[src/rtl/shift_arbiter_if.sv]
// shift_arbiter_if: request/response bundle between two shift requesters, the arbiter and its consumer.
interface shift_arbiter_if;
    logic        req0_valid;
    logic        req0_ready;
    logic [1:0]  req0_op;
    logic [31:0] req0_a;
    logic [4:0]  req0_shamt;
    logic        req1_valid;
    logic        req1_ready;
    logic [1:0]  req1_op;
    logic [31:0] req1_a;
    logic [4:0]  req1_shamt;
    logic        rsp_valid;
    logic        rsp_ready;
    logic [31:0] rsp_data;
    logic        rsp_id;
    modport master (
        output req0_valid, req0_op, req0_a, req0_shamt,
        output req1_valid, req1_op, req1_a, req1_shamt,
        output rsp_ready,
        input  req0_ready, req1_ready, rsp_valid, rsp_data, rsp_id
    );
    modport slave (
        input  req0_valid, req0_op, req0_a, req0_shamt,
        input  req1_valid, req1_op, req1_a, req1_shamt,
        input  rsp_ready,
        output req0_ready, req1_ready, rsp_valid, rsp_data, rsp_id
    );
endinterface

[src/rtl/shift_arbiter.sv]
// shift_arbiter: arbitrates two requesters onto one left barrel shifter and
// sequences SLL, SRL and SRA, with right shifts built by bit reversal.
module sll (
    input  logic [31:0] a,
    input  logic [31:0] b,
    output logic [31:0] result
);
    logic unused_b;
    assign unused_b = ^b[31:5];
    assign result = a << b[4:0];
endmodule

module shift_arbiter #(
    parameter bit RR_EN = 1'b1
) (
    input logic           clk,
    input logic           rst,
    shift_arbiter_if.slave bus
);
    typedef enum logic [1:0] {IDLE, EXEC, MASK, RESP} state_t;
    state_t      state_q, state_d;
    logic [1:0]  op_q, op_d;
    logic [31:0] a_q, a_d, res_q, res_d;
    logic [4:0]  shamt_q, shamt_d;
    logic        id_q, id_d, last_q, last_d;
    logic        gnt1, acc, right, sra;
    logic [31:0] sh_a, sh_res;

    function automatic logic [31:0] rev(input logic [31:0] x);
        for (int i = 0; i < 32; i++) rev[i] = x[31-i];
    endfunction

    sll u_sll (.a(sh_a), .b({27'd0, shamt_q}), .result(sh_res));

    always_comb begin
        gnt1 = bus.req1_valid && (!bus.req0_valid || (RR_EN && !last_q));
        bus.req0_ready = !rst && state_q == IDLE && bus.req0_valid && !gnt1;
        bus.req1_ready = !rst && state_q == IDLE && gnt1;
        acc = bus.req0_ready || bus.req1_ready;
        right = ^op_q;
        sra = op_q == 2'b10;
        sh_a = state_q == MASK ? 32'hFFFF_FFFF : right ? rev(a_q) : a_q;
        bus.rsp_valid = !rst && state_q == RESP;
        bus.rsp_data = res_q;
        bus.rsp_id = id_q;
        state_d = state_q;
        op_d = op_q;
        a_d = a_q;
        shamt_d = shamt_q;
        id_d = id_q;
        last_d = last_q;
        res_d = res_q;
        if (acc) begin
            op_d = gnt1 ? bus.req1_op : bus.req0_op;
            a_d = gnt1 ? bus.req1_a : bus.req0_a;
            shamt_d = gnt1 ? bus.req1_shamt : bus.req0_shamt;
            id_d = gnt1;
            last_d = gnt1;
            state_d = EXEC;
        end
        if (state_q == EXEC) begin
            res_d = right ? rev(sh_res) : sh_res;
            state_d = sra ? MASK : RESP;
        end
        // The mask pass shifts all-ones; its inverted, reversed image marks the vacated high bits.
        if (state_q == MASK) begin
            res_d = a_q[31] ? res_q | rev(~sh_res) : res_q;
            state_d = RESP;
        end
        if (state_q == RESP && bus.rsp_ready) state_d = IDLE;
    end

    always_ff @(posedge clk) begin
        if (rst) begin
            state_q <= IDLE;
            op_q <= '0;
            a_q <= '0;
            shamt_q <= '0;
            id_q <= 1'b0;
            last_q <= 1'b1;
            res_q <= '0;
        end else begin
            state_q <= state_d;
            op_q <= op_d;
            a_q <= a_d;
            shamt_q <= shamt_d;
            id_q <= id_d;
            last_q <= last_d;
            res_q <= res_d;
        end
    end
endmodule

[src/flat_wrapper.sv]
// flat-port wrapper written by rule: the top's interface ports become plain ports
module shift_arbiter_flat 
#(
    parameter bit RR_EN = 1'b1
)
  (clk, rst, bus_req0_valid, bus_req0_op, bus_req0_a, bus_req0_shamt, bus_req1_valid, bus_req1_op, bus_req1_a, bus_req1_shamt, bus_rsp_ready, bus_req0_ready, bus_req1_ready, bus_rsp_valid, bus_rsp_data, bus_rsp_id);
  shift_arbiter_if bus_i ();
  input logic clk;
  input logic rst;
  input wire logic [$bits(bus_i.req0_valid)-1:0] bus_req0_valid;
  input wire logic [$bits(bus_i.req0_op)-1:0] bus_req0_op;
  input wire logic [$bits(bus_i.req0_a)-1:0] bus_req0_a;
  input wire logic [$bits(bus_i.req0_shamt)-1:0] bus_req0_shamt;
  input wire logic [$bits(bus_i.req1_valid)-1:0] bus_req1_valid;
  input wire logic [$bits(bus_i.req1_op)-1:0] bus_req1_op;
  input wire logic [$bits(bus_i.req1_a)-1:0] bus_req1_a;
  input wire logic [$bits(bus_i.req1_shamt)-1:0] bus_req1_shamt;
  input wire logic [$bits(bus_i.rsp_ready)-1:0] bus_rsp_ready;
  output wire logic [$bits(bus_i.req0_ready)-1:0] bus_req0_ready;
  output wire logic [$bits(bus_i.req1_ready)-1:0] bus_req1_ready;
  output wire logic [$bits(bus_i.rsp_valid)-1:0] bus_rsp_valid;
  output wire logic [$bits(bus_i.rsp_data)-1:0] bus_rsp_data;
  output wire logic [$bits(bus_i.rsp_id)-1:0] bus_rsp_id;
  assign bus_i.req0_valid = bus_req0_valid;
  assign bus_i.req0_op = bus_req0_op;
  assign bus_i.req0_a = bus_req0_a;
  assign bus_i.req0_shamt = bus_req0_shamt;
  assign bus_i.req1_valid = bus_req1_valid;
  assign bus_i.req1_op = bus_req1_op;
  assign bus_i.req1_a = bus_req1_a;
  assign bus_i.req1_shamt = bus_req1_shamt;
  assign bus_i.rsp_ready = bus_rsp_ready;
  assign bus_req0_ready = bus_i.req0_ready;
  assign bus_req1_ready = bus_i.req1_ready;
  assign bus_rsp_valid = bus_i.rsp_valid;
  assign bus_rsp_data = bus_i.rsp_data;
  assign bus_rsp_id = bus_i.rsp_id;
  shift_arbiter #(.RR_EN(RR_EN)) u_core (.clk(clk), .rst(rst), .bus(bus_i));
endmodule
[config.mk]
export PLATFORM = sky130hd
export DESIGN_NAME = shift_arbiter_flat
export DESIGN_NICKNAME = d
export VERILOG_FILES = /design/src/rtl/shift_arbiter_if.sv /design/src/rtl/shift_arbiter.sv /design/src/flat_wrapper.sv
export SDC_FILE = /design/constraint.sdc
export NUM_CORES = 1
export LEC_CHECK = 0
export BUFFER_PORTS_ARGS = -buffer_cell sky130_fd_sc_hd__buf_2
export CORE_MARGIN = 3
export CORE_UTILIZATION = 24
export CTS_BUF_LIST = sky130_fd_sc_hd__clkbuf_4 sky130_fd_sc_hd__clkbuf_8
export CTS_CLUSTER_SIZE = 24
export DETAILED_ROUTE_END_ITERATION = 16
export MAX_ROUTING_LAYER = met4
export PLACE_DENSITY = 0.52
export SLEW_MARGIN = 0
export SYNTH_ARGS = -nofsm -noshare
export SYNTH_HDL_FRONTEND = slang
export SYNTH_HIERARCHICAL = 1
export SYNTH_SLANG_ARGS = --single-unit
[constraint.sdc]
create_clock -name clk -period 4.5 [get_ports clk]
set_input_delay 0 -clock clk [delete_from_list [all_inputs] [get_ports clk]]
set_output_delay 0 -clock clk [all_outputs]
set_load 0.1 [all_outputs]
# Word level (Yosys, flattened, before mapping)
# Cells that the tools add are included.
# totals
ff_bits	75
inputBits	83
out_inout_bits	36
word_cells	47
# classes
n_eq_ne	5
n_shift	1
muxes	13
bitwise_logic	2
reduce_logical	19
# op_table
op	n
2-to-1 mux 32 bit	7
inverter 32 bit	1
OR 32 bit	1
<< shifter 32 x 5 -> 32 bit	1
2-to-1 mux 2 bit	4
logical AND 1 bit	7
equality test 2 bit (second input constant)	3
2-to-1 mux 5 bit	1
zero test 1 bit	4
nonzero test 3 bit	1
equality test 2 x 1 -> 1 bit (second input constant)	1
zero test 2 bit	1
logical OR 1 bit	2
!= test 2 x 1 -> 1 bit (second input constant)	1
AND reduction 2 bit	1
nonzero test 2 bit	1
OR reduction 2 bit	1
parity 2 bit	1
2-to-1 mux 1 bit	1

# Logic depth before layout (Yosys ltp)
# Gate-level depths: netlist of run 1.
# depth
word_depth	9
depth_mapped	12
depth_no_buf	10

# Hierarchy
# Netlist of run 1, hierarchy kept.
# by_module_without_submodules
module	n_inst	cells_each	area_per_inst_um2	seq_area_each_um2
shift_arbiter	1	513	4199.0	1501.4
sll	1	176	1724.2	0.0

# Worst setup path after synthesis of run 1
# Ideal clock, no wire load.
# synth_path
kind	register -> register
startpoint	register u_core.op_q[0]
endpoint	register u_core.res_q[0] (netlist: u_core/bus.rsp_data[0])
setup_time_ns	0.095
arrival_ns	3.139
required_time_ns	4.405
slack_ns	1.266
stages_incl_launch_ff	13
path_buffers	3
synth_period_minus_slack_ns	3.234
path_cell_list	dfxtp_1 -> inv_1 -> ha_1 -> buf_2 -> buf_2 -> clkbuf_1 -> a211o_1 -> mux4_1 -> mux2_2 -> mux2i_1 -> o221ai_1 -> or2_2 -> a221oi_1
# synth_between
elab_chain_cells	8
word_cells_on_any_way	10
cone_classes	shift: 1; mux: 6; bitwise: 2; reduce/logical: 1
# synth_rtl
element	line_no	rtl
start: declaration	shift_arbiter.sv:22	logic [1:0] op_q, op_d;
start signal: assignment	shift_arbiter.sv:84	op_q <= op_d;
parity 2 bit (*)	shift_arbiter.sv:40	right = ^op_q;
2-to-1 mux 32 bit (*) (2 in a row)	shift_arbiter.sv:42	sh_a = state_q == MASK ? 32'hFFFF_FFFF : right ? rev(a_q) : a_q;
named net u_core.sh_a[2]	shift_arbiter.sv:27	logic [31:0] sh_a, sh_res;
<< shifter 32 x 5 -> 32 bit (*)	shift_arbiter.sv:10	assign result = a << b[4:0];
named net u_core.sh_res[31]	shift_arbiter.sv:27	
inverter 32 bit	shift_arbiter.sv:67	res_d = a_q[31] ? res_q | rev(~sh_res) : res_q;
OR 32 bit	shift_arbiter.sv:67	
2-to-1 mux 32 bit	shift_arbiter.sv:67	
2-to-1 mux 32 bit (*)	shift_arbiter.sv:66	if (state_q == MASK) begin
end signal: assignment	shift_arbiter.sv:89	res_q <= res_d;
end: declaration	shift_arbiter.sv:23	logic [31:0] a_q, a_d, res_q, res_d;
# The timed path passes the listed nets; every way through them passes the cells marked *. The select of a mux whose other input is x is not followed.
# A chain may end at the register's enable or synchronous reset.

# Final worst setup path of run 1
# layout_path
startpoint	register u_core.op_q[0]
endpoint	register u_core.res_q[4] (netlist: u_core/bus.rsp_data[4])
# The elaborated chain is that of the path after synthesis.

==> results of run 1 <==
[routing by layer]
| metal | wire [um] | track usage, % | share of wire, % |
|---|---|---|---|
| met5 | 0 | - | 0 |
| met4 | 208 | 3.11 | 1.1 |
| met3 | 1040 | 2.87 | 5.4 |
| met2 | 7990 | 20.6 | 42 |
| met1 | 9820 | 21.8 | 52 |
[stage by stage]
| step | setup WS (ns) | hold WS (ns) | power (W) | area (um2) | utilization (%) |
|---|---|---|---|---|---|
| floorplan | 1.27 | 0.160 | 0.00469 | 5920 | - |
| global placement | 0.599 | 0.277 | 0.00560 | 6630 | 27.8 |
| detailed placement | 0.620 | 0.275 | 0.00559 | 6630 | 27.8 |
| CTS | 0.583 | 0.318 | 0.00636 | 7670 | 32.2 |
| global route | 0.272 | 0.399 | 0.00680 | 7670 | 32.2 |
| finish | 0.540 | 0.346 | 0.00637 | 7670 | 32.2 |
[state kept, by name, summed over array words and instances (netlist names)]
| name | cells |
|---|---|
| u_core/op_q | 2 |
| u_core/state_q | 2 |
| u_core/a_q | 32 |
| u_core/bus.rsp_data | 32 |
| u_core/bus.rsp_id | 1 |
| u_core/shamt_q | 5 |
| u_core/last_q | 1 |
[power by group]
| group | switching [W] | internal (W) | total [W] |
|---|---|---|---|
| clock network | 0.000275 | 0.000319 | 0.000595 |
| registers | 0.000213 | 0.000920 | 0.00113 |
| logic | 0.00303 | 0.00161 | 0.00464 |
[critical path, cell delays in order, from the launching register on]
cell and delay [ns]:
dfxtp_1 0.33, inv_1 0.07, ha_4 0.99, nor2b_1 0.10, a211o_1 0.32, mux4_1 0.63
mux2_2 0.31, a22oi_1 0.26, a221oi_1 0.23, or2_2 0.34, a221oi_1 0.27
[path summary, 6_finish.rpt]
check	startpoint	end	slack, ns
min	rst	u_core/state_q[1]$_SDFFE_PP0P_	0.35
min reg2reg	u_core/bus.rsp_id$_SDFFE_PP0P_	u_core/bus.rsp_id$_SDFFE_PP0P_	0.47
max reg2reg	u_core/op_q[0]$_SDFFE_PP0P_	u_core/bus.rsp_data[4]$_SDFFE_PP0P_	0.54
max	u_core/op_q[0]$_SDFFE_PP0P_	u_core/bus.rsp_data[4]$_SDFFE_PP0P_	0.54
[cell type report]
type                            instances  area (um2)  area share, %
Sequential cell                        75        1500           19.6
Tap cell                              319         399           5.20
Multi-Input combinational cell        530        4000           52.2
Clock inverter                          6        90.1           1.17
Clock buffer                           10         131           1.71
Timing Repair Buffer                  214        1520           19.8
Inverter                                7        26.3          0.343
[what timing repair did]
action	4_1_cts	5_1_grt
buffers inserted	0	0
endpoints found under the hold margin	42	0
hold buffers	82	0
==> results.py, run 1 <==
metrics = {
    "status": {
        "outcome": "finished clean",
    },
    "pwr": {
        "leakage_nw": 3.35,
        "vdd_drop_max_mv": 0.420,
        "pwr_density_cell_nw_per_um2": 830,
    },
    "floorplanning": {
        "die_w_um": 163,
        "core_um2": 23800,
        "io_pins": 119,
        "initial_utilization_pct": 24.8,
        "rows": 56,
        "die_y_um": 163,
        "dieArea_um2": 26600,
    },
    "detailed_routing": {
        "via_per_inst": 5.08,
        "wl_per_cell_um": 16.4,
        "drt_iter0_drc": 547,
        "vias": 5893,
        "antenna_left": 0,
        "first_pass_iters": 5,
        "finalWirelength_um": 19100,
        "drc_errors": 0,
    },
    "timing": {
        "fin_skew_ns": 0.0182,
        "fin_setup_tns_ns": 0,
        "max-slew-margin-rel_pct": 26.5,
        "hold_viol_final": 0,
        "rsz0062_at_grt": "no",
        "min_period_over_period_pct": 88.0,
        "setup_viol": 0,
        "post-route-min-period_ns": 3.96,
        "max_freq_ghz": 0.253,
        "worst_slew_pin_slew_ns": 1.10,
        "slew_violations": 0,
    },
    "clock_tree": {
        "cts_tree": "built",
        "cts.clk_slew.worst_paths_ns": 0.09,
        "ctsResizeCount": 0,
        "h-tree-depth": 3,
        "root_buffer": "clkbuf_8",
        "clock_latency_ns": 0.38,
        "clkSinkCount": 75,
        "numCtsBuffers": 9,
        "cts_buffer_depth": 2,
    },
    "worst_setup_path": {
        "path_max_fanout": 96,
        "cp.arrival_ns": 4.23,
        "cp.required_ns": 4.77,
        "path_class": "reg -> reg",
        "rr_worst_depth": 10,
        "endpoint_kind": "flip-flop",
        "critPathLaunchType": "flip-flop",
    },
    "synthesis": {
        "postSynthNetCount": 776,
        "synthCells": 688,
        "syn_area_um2": 5920,
        "syn_area_per_cell_um2": 8.60,
        "yosys_warnings": 6,
    },
    "layout": {
        "areaGrowthSynthToFinish_pct": 29.5,
        "final_cells": 1161,
        "fill_cells": 2521,
        "nets": 925,
        "final_cell_mix": "buf_2, nand2_1, dlygate4sd3_1",
        "drive_above_1_share_pct": 26.6,
        "antennaDiodeCount": 0,
        "final_common_cell": "buf_2",
    },
    "placed_design": {
        "post-place-cells": 1063,
        "gp_congestion": 0.929,
        "numPortBuffers": 118,
        "hpwl_um": 13500,
    },
    "global_routing": {
        "track_usage_pct": 14.7,
        "grt_pass1_wl_um": 31000,
        "grt_overflow": 0,
        "antenna_found_initial": 0,
        "grt_max_degree": 97,
        "grt_pass1_vias": 5648,
    },
    "min_path": {
        "whs_path_depth": 4,
        "min_path_type": "in -> reg",
    },
    "run": {
        "maxCapViolCount": 0,
    },
}
No activity file was read; power rests on OpenSTA's default activity.
==> run 2: changes to the inputs <==
- CORE_ASPECT_RATIO: default -> 0.5
- CORE_MARGIN: 3 -> 2
==> run 2 against run 1 <==
Against the previous run: clock skew down 0.0054 ns; clock-buffer cell count up 2; via count down 0.32%; flip-flop and latch count unchanged; wire length up 8.1%; non-clock buffer count down 2; setup slack worse by 0.072 ns; critical path type unchanged; critical endpoint unchanged.
==> results.py, run 2 (same netlist as run 1, synthesis figures left out) <==
metrics = {
    "worst_setup_path": {
        "regToRegEndpoint": "u_core/bus.rsp_data[4]$_SDFFE_PP0P_",
        "reg2reg_slack_ns": 0.47,
        "cp.arrival_ns": 4.29,
        "rr_worst_depth": 10,
        "path_class": "reg -> reg",
        "path_max_fanout": 96,
        "r2r-start": "u_core/op_q[0]$_SDFFE_PP0P_",
        "critPathLaunchType": "flip-flop",
        "endpoint_kind": "flip-flop",
        "cp.required_ns": 4.76,
    },
    "layout": {
        "drive_above_1_share_pct": 26.8,
        "antennaDiodeCount": 0,
        "fill_cells": 2626,
        "final_cells": 1176,
        "areaGrowthSynthToFinish_pct": 29.7,
        "nets": 923,
        "final_common_cell": "buf_2",
        "final_cell_mix": "buf_2, nand2_1, dlygate4sd3_1",
    },
    "detailed_routing": {
        "wl_per_cell_um": 17.5,
        "drc_errors": 0,
        "drt_iter0_drc": 286,
        "finalWirelength_um": 20600,
        "via_per_inst": 4.99,
        "vias": 5874,
        "first_pass_iters": 6,
        "antenna_left": 0,
    },
    "floorplanning": {
        "initial_utilization_pct": 24.5,
        "core_um2": 24100,
        "die_y_um": 115,
        "io_pins": 119,
        "die_w_um": 226,
        "rows": 40,
        "dieArea_um2": 26000,
    },
    "status": {
        "outcome": "finished clean",
    },
    "global_routing": {
        "antenna_found_initial": 0,
        "track_usage_pct": 16.3,
        "grt_overflow": 0,
        "grt_max_degree": 97,
        "grt_pass1_wl_um": 32000,
        "grt_pass1_vias": 5531,
    },
    "timing": {
        "hold_viol_final": 0,
        "post-route-min-period_ns": 4.03,
        "max-slew-margin-rel_pct": 22.2,
        "hold_slack_ns": 0.0197,
        "max_freq_ghz": 0.248,
        "worst_slew_pin_slew_ns": 1.17,
        "slew_violations": 0,
        "setup_viol": 0,
        "fin_setup_tns_ns": 0,
        "rsz0062_at_grt": "no",
        "min_period_over_period_pct": 89.6,
        "fin_skew_ns": 0.0128,
    },
    "pwr": {
        "vdd_drop_max_mv": 0.245,
        "finalPower_w": 0.00649,
        "pwr_density_cell_nw_per_um2": 845,
        "leakage_nw": 3.35,
    },
    "placed_design": {
        "numPortBuffers": 118,
        "gp_congestion": 0.910,
        "hpwl_um": 15000,
        "post-place-cells": 1081,
    },
    "min_path": {
        "hold_start": "bus_req0_valid",
        "min_path_type": "in -> reg",
        "whs_path_depth": 4,
        "min_to": "u_core/bus.rsp_id$_SDFFE_PP0P_",
    },
    "clock_tree": {
        "post_cts_buffers": 0,
        "root_buffer": "clkbuf_8",
        "cts_tree": "built",
        "clkSinkCount": 75,
        "cts.clk_slew.worst_paths_ns": 0.09,
        "numCtsBuffers": 9,
        "h-tree-depth": 3,
        "cts_buffer_depth": 2,
        "clock_latency_ns": 0.35,
    },
    "run": {
        "maxCapViolCount": 0,
    },
}
run 2: worst max-delay path by stage:
stage / from / to / slack, ns / depth (start not counted)
4_1_cts: u_core/op_q[0]$_SDFFE_PP0P_ / u_core/bus.rsp_data[4]$_SDFFE_PP0P_ / 0.51 / 10
5_1_grt: u_core/op_q[0]$_SDFFE_PP0P_ / u_core/bus.rsp_data[4]$_SDFFE_PP0P_ / 0.19 / 10
3_3_place_gp: u_core/op_q[0]$_SDFFE_PP0P_ / u_core/bus.rsp_data[4]$_SDFFE_PP0P_ / 0.53 / 10
2_1_floorplan: u_core/op_q[0]$_SDFFE_PP0P_ / u_core/bus.rsp_data[0]$_SDFFE_PP0P_ / 1.27 / 12
6_report: u_core/op_q[0]$_SDFFE_PP0P_ / u_core/bus.rsp_data[4]$_SDFFE_PP0P_ / 0.47 / 10
3_5_place_dp: u_core/op_q[0]$_SDFFE_PP0P_ / u_core/bus.rsp_data[4]$_SDFFE_PP0P_ / 0.51 / 10
run 2: power by group:
group | leakage [nW] | internal [W] | total, W | switching (W)
registers | 0.619 | 0.000920 | 0.00113 | 0.000212
clock network | 0.116 | 0.000349 | 0.000622 | 0.000273
logic | 2.61 | 0.00161 | 0.00473 | 0.00312
total | 3.35 | 0.00288 | 0.00649 | 0.00361
run 2: final cells by class:
cell class / instances / area (um2) / area share (%)
well taps: 336 / 420 / 5.48
clock buffers: 12 / 159 / 2.07
clock inverters: 4 / 72.6 / 0.945
inverters: 7 / 26.3 / 0.342
flip-flops and latches: 75 / 1500 / 19.6
repair buffers: 212 / 1490 / 19.5
multi-input cells: 530 / 4000 / 52.1
run 2: critical path, cell delays in order (launching register included):
cell and delay, ns:
dfxtp_1 0.34, inv_1 0.07, ha_4 0.98, nor2b_1 0.10, a211o_1 0.32, mux4_1 0.61, mux2_2 0.31, a22oi_1 0.29
a221oi_1 0.27, or2_2 0.35, a221oi_1 0.27
run 2: what timing repair did:
item                      4_1_cts  5_1_grt
hold endpoints to repair       40        0
gates resized for setup         0        0
hold buffers                   79        0
run 2: metrics by stage:
| step | worst slack [ns] | area, um2 | utilization (%) |
|---|---|---|---|
| after detailed placement | 0.506 | 6660 | 27.6 |
| after CTS | 0.510 | 7680 | 31.8 |
| after floorplan | 1.27 | 5920 | - |
| after global routing | 0.187 | 7680 | 31.8 |
| after global placement | 0.532 | 6660 | 27.6 |
| final | 0.468 | 7680 | 31.8 |
run 2: routing by layer:
| layer | part of all wire [%] | routed length [um] | track usage (%) | up-vias |
|---|---|---|---|---|
| li1 | - | - | - | 2892 |
| met1 | 52 | 10700 | 23.9 | 2810 |
| met2 | 42 | 8630 | 23.0 | 148 |
| met3 | 4.8 | 981 | 3.14 | 24 |
| met4 | 1.3 | 267 | 3.29 | 0 |
| met5 | 0 | 0 | - | - |
==> run 3: changes to the inputs <==
- CELL_PAD_IN_SITES_DETAIL_PLACEMENT: default -> 0
- CELL_PAD_IN_SITES_GLOBAL_PLACEMENT: default -> 1
- CORE_MARGIN: 2 -> 1.5
- PLACE_DENSITY: 0.52 -> 0.62
==> run 3 against run 2 <==
Against the previous run: non-clock buffer count increased by 4; largest power group unchanged; setup slack improved by 0.38 ns; cell count increased by 0.34%; critical endpoint is now u_core/bus.rsp_data[0]$_SDFFE_PP0P_; hold slack improved by 0.33 ns; critical path type unchanged; wire length decreased by 0.47%; combinational power about the same; global-route usage increased by 0.48 points; via count increased by 0.27%.
==> results.py, run 3 (same netlist as run 1, synthesis figures left out) <==
metrics = {
    "layout": {
        "multi_input_area_um2": 4000,
        "final_cell_mix": "buf_2, nand2_1, dlygate4sd3_1",
        "drive_above_1_share_pct": 26.8,
        "final_core_util_pct": 32.0,
        "antennaDiodeCount": 0,
        "nets": 927,
        "fill_cells": 2624,
        "final_common_cell": "buf_2",
        "regArea_um2": 1500,
        "areaGrowthSynthToFinish_pct": 30.3,
    },
    "global_routing": {
        "grt_pass1_vias": 5663,
        "antenna_found_initial": 0,
        "track_usage_pct": 16.8,
        "grt_pass1_wl_um": 32200,
        "grt_max_degree": 78,
        "grt_overflow": 0,
    },
    "worst_setup_path": {
        "reg2reg_slack_ns": 0.85,
        "cp.arrival_ns": 3.92,
        "endpoint_kind": "flip-flop",
        "regToRegEndpoint": "u_core/bus.rsp_data[0]$_SDFFE_PP0P_",
        "crit_slowest_cell": "mux4_1",
        "r2r-start": "u_core/op_q[0]$_SDFFE_PP0P_",
        "slowest_delay_ns": 0.60,
        "path_class": "reg -> reg",
        "path_cells": "inv_1, ha_4, buf_4, a211o_1, mux4_1, mux2_2, mux2i_1, o221ai_1, or2_2, a221oi_1",
        "critPathLaunchType": "flip-flop",
        "path_max_fanout": 58,
        "rr_worst_depth": 10,
        "crit_buf_inv": 2,
        "cp_top_family": "multiplexers",
        "cp.required_ns": 4.77,
    },
    "timing": {
        "setup_viol": 0,
        "worst_slew_pin_slew_ns": 1.07,
        "hold_viol_final": 0,
        "fin_skew_ns": 0.0124,
        "max_freq_ghz": 0.274,
        "fin_setup_tns_ns": 0,
        "min_period_over_period_pct": 81.2,
        "post-route-min-period_ns": 3.65,
        "slew_violations": 0,
        "max-slew-margin-rel_pct": 28.5,
        "rsz0062_at_grt": "no",
    },
    "pwr": {
        "power_frac_comb_pct": 72.9,
        "intPower_w": 0.00288,
        "netSwitchingFraction_pct": 55.4,
        "vdd_drop_max_mv": 0.224,
        "leakage_nw": 3.36,
        "seq_power_share_pct": 17.7,
        "p_clk_share_pct": 9.4,
        "p_switching_w": 0.00359,
        "pwr_density_cell_nw_per_um2": 839,
    },
    "clock_tree": {
        "clkSinkCount": 75,
        "cts.clk_slew.worst_paths_ns": 0.08,
        "cts_tree": "built",
        "h-tree-depth": 3,
        "root_buffer": "clkbuf_8",
        "numCtsBuffers": 9,
        "clock_latency_ns": 0.37,
        "ctsHoldBuffers": 82,
        "cts_buffer_depth": 2,
        "post_cts_buffers": 0,
        "ctsResizeCount": 0,
    },
    "min_path": {
        "hold_start": "rst",
        "min_to": "u_core/bus.rsp_id$_SDFFE_PP0P_",
        "whs_path_depth": 3,
        "min_path_type": "in -> reg",
    },
    "detailed_routing": {
        "dr_wl_met3_um": 881,
        "first_pass_iters": 5,
        "antenna_left": 0,
        "finalWirelength_um": 20500,
        "wl_met2_um": 8950,
        "via_per_inst": 4.99,
        "drc_errors": 0,
        "drt_iter0_drc": 307,
        "met1_length_um": 10500,
        "wl_per_cell_um": 17.4,
        "vias": 5890,
        "top_layer_used": "met4",
    },
    "floorplanning": {
        "io_pins": 119,
        "die_w_um": 225,
        "dieArea_um2": 25700,
        "initial_utilization_pct": 24.5,
        "die_y_um": 114,
        "core_um2": 24100,
        "rows": 40,
    },
    "status": {
        "outcome": "finished clean",
    },
    "run": {
        "maxCapViolCount": 0,
    },
    "placed_design": {
        "numPortBuffers": 118,
        "hpwl_um": 15200,
        "gp_congestion": 0.898,
    },
}
## run 3: cell count changes in the layout (fill, tap and decap cells not counted)
cell	delta
dlygate4sd3_1	+3
buf_4	+1
## run 3: routing by layer
layer  vias to the layer above  GRT usage [%]
li1                       2892              -
met1                      2841           24.2
met2                       145           24.6
met3                        12           2.46
met4                         0           3.62
met5                         -              -
## run 3: per-stage QoR
step                      total power (W)  hold slack (ns)  std cells  setup slack, ns  cell area [um2]
after floorplan                   0.00469            0.160        688             1.27             5920
after global placement            0.00568            0.274       1082            0.986             6660
after detailed placement          0.00570            0.272       1082            0.899             6660
after CTS                         0.00649            0.352       1180            0.873             7710
after global routing              0.00688            0.394       1180            0.526             7710
final                             0.00647            0.345       1180            0.848             7710
## run 3: layout make-up
| cell class | instances | share of cell area [%] |
|---|---|---|
| Inverter | 7 | 0.341 |
| Multi-Input combinational cell | 530 | 51.9 |
| Timing Repair Buffer | 216 | 19.9 |
| Tap cell | 336 | 5.45 |
| Clock inverter | 4 | 0.941 |
| Sequential cell | 75 | 19.5 |
| Clock buffer | 12 | 2.06 |
## run 3: worst register-to-register path, cell delays in order (launching register included)
cell,delay [ns]
dfxtp_1,0.34
inv_1,0.07
ha_4,0.41
buf_4,0.39
a211o_1,0.42
mux4_1,0.60
mux2_2,0.34
mux2i_1,0.19
o221ai_1,0.22
or2_2,0.33
a221oi_1,0.25
## run 3: worst max path at each step
stage | startpoint | endpoint | slack, ns | cells past startpoint
floorplan | u_core/op_q[0]$_SDFFE_PP0P_ | u_core/bus.rsp_data[0]$_SDFFE_PP0P_ | 1.27 | 12
global placement | u_core/op_q[0]$_SDFFE_PP0P_ | u_core/bus.rsp_data[0]$_SDFFE_PP0P_ | 0.99 | 10
detailed placement | u_core/op_q[0]$_SDFFE_PP0P_ | u_core/bus.rsp_data[0]$_SDFFE_PP0P_ | 0.90 | 10
CTS | u_core/op_q[0]$_SDFFE_PP0P_ | u_core/bus.rsp_data[0]$_SDFFE_PP0P_ | 0.87 | 10
global route | u_core/op_q[0]$_SDFFE_PP0P_ | u_core/bus.rsp_data[2]$_SDFFE_PP0P_ | 0.53 | 10
finish | u_core/op_q[0]$_SDFFE_PP0P_ | u_core/bus.rsp_data[0]$_SDFFE_PP0P_ | 0.85 | 10
## run 3: power groups by stage
stage               sequential [W]  clock, W  combinational (W)
finish                     0.00115  0.000610            0.00471
global route               0.00119  0.000667            0.00502
CTS                        0.00115  0.000638            0.00470
detailed placement         0.00117         0            0.00453
global placement           0.00117         0            0.00451
floorplan                  0.00214         0            0.00255
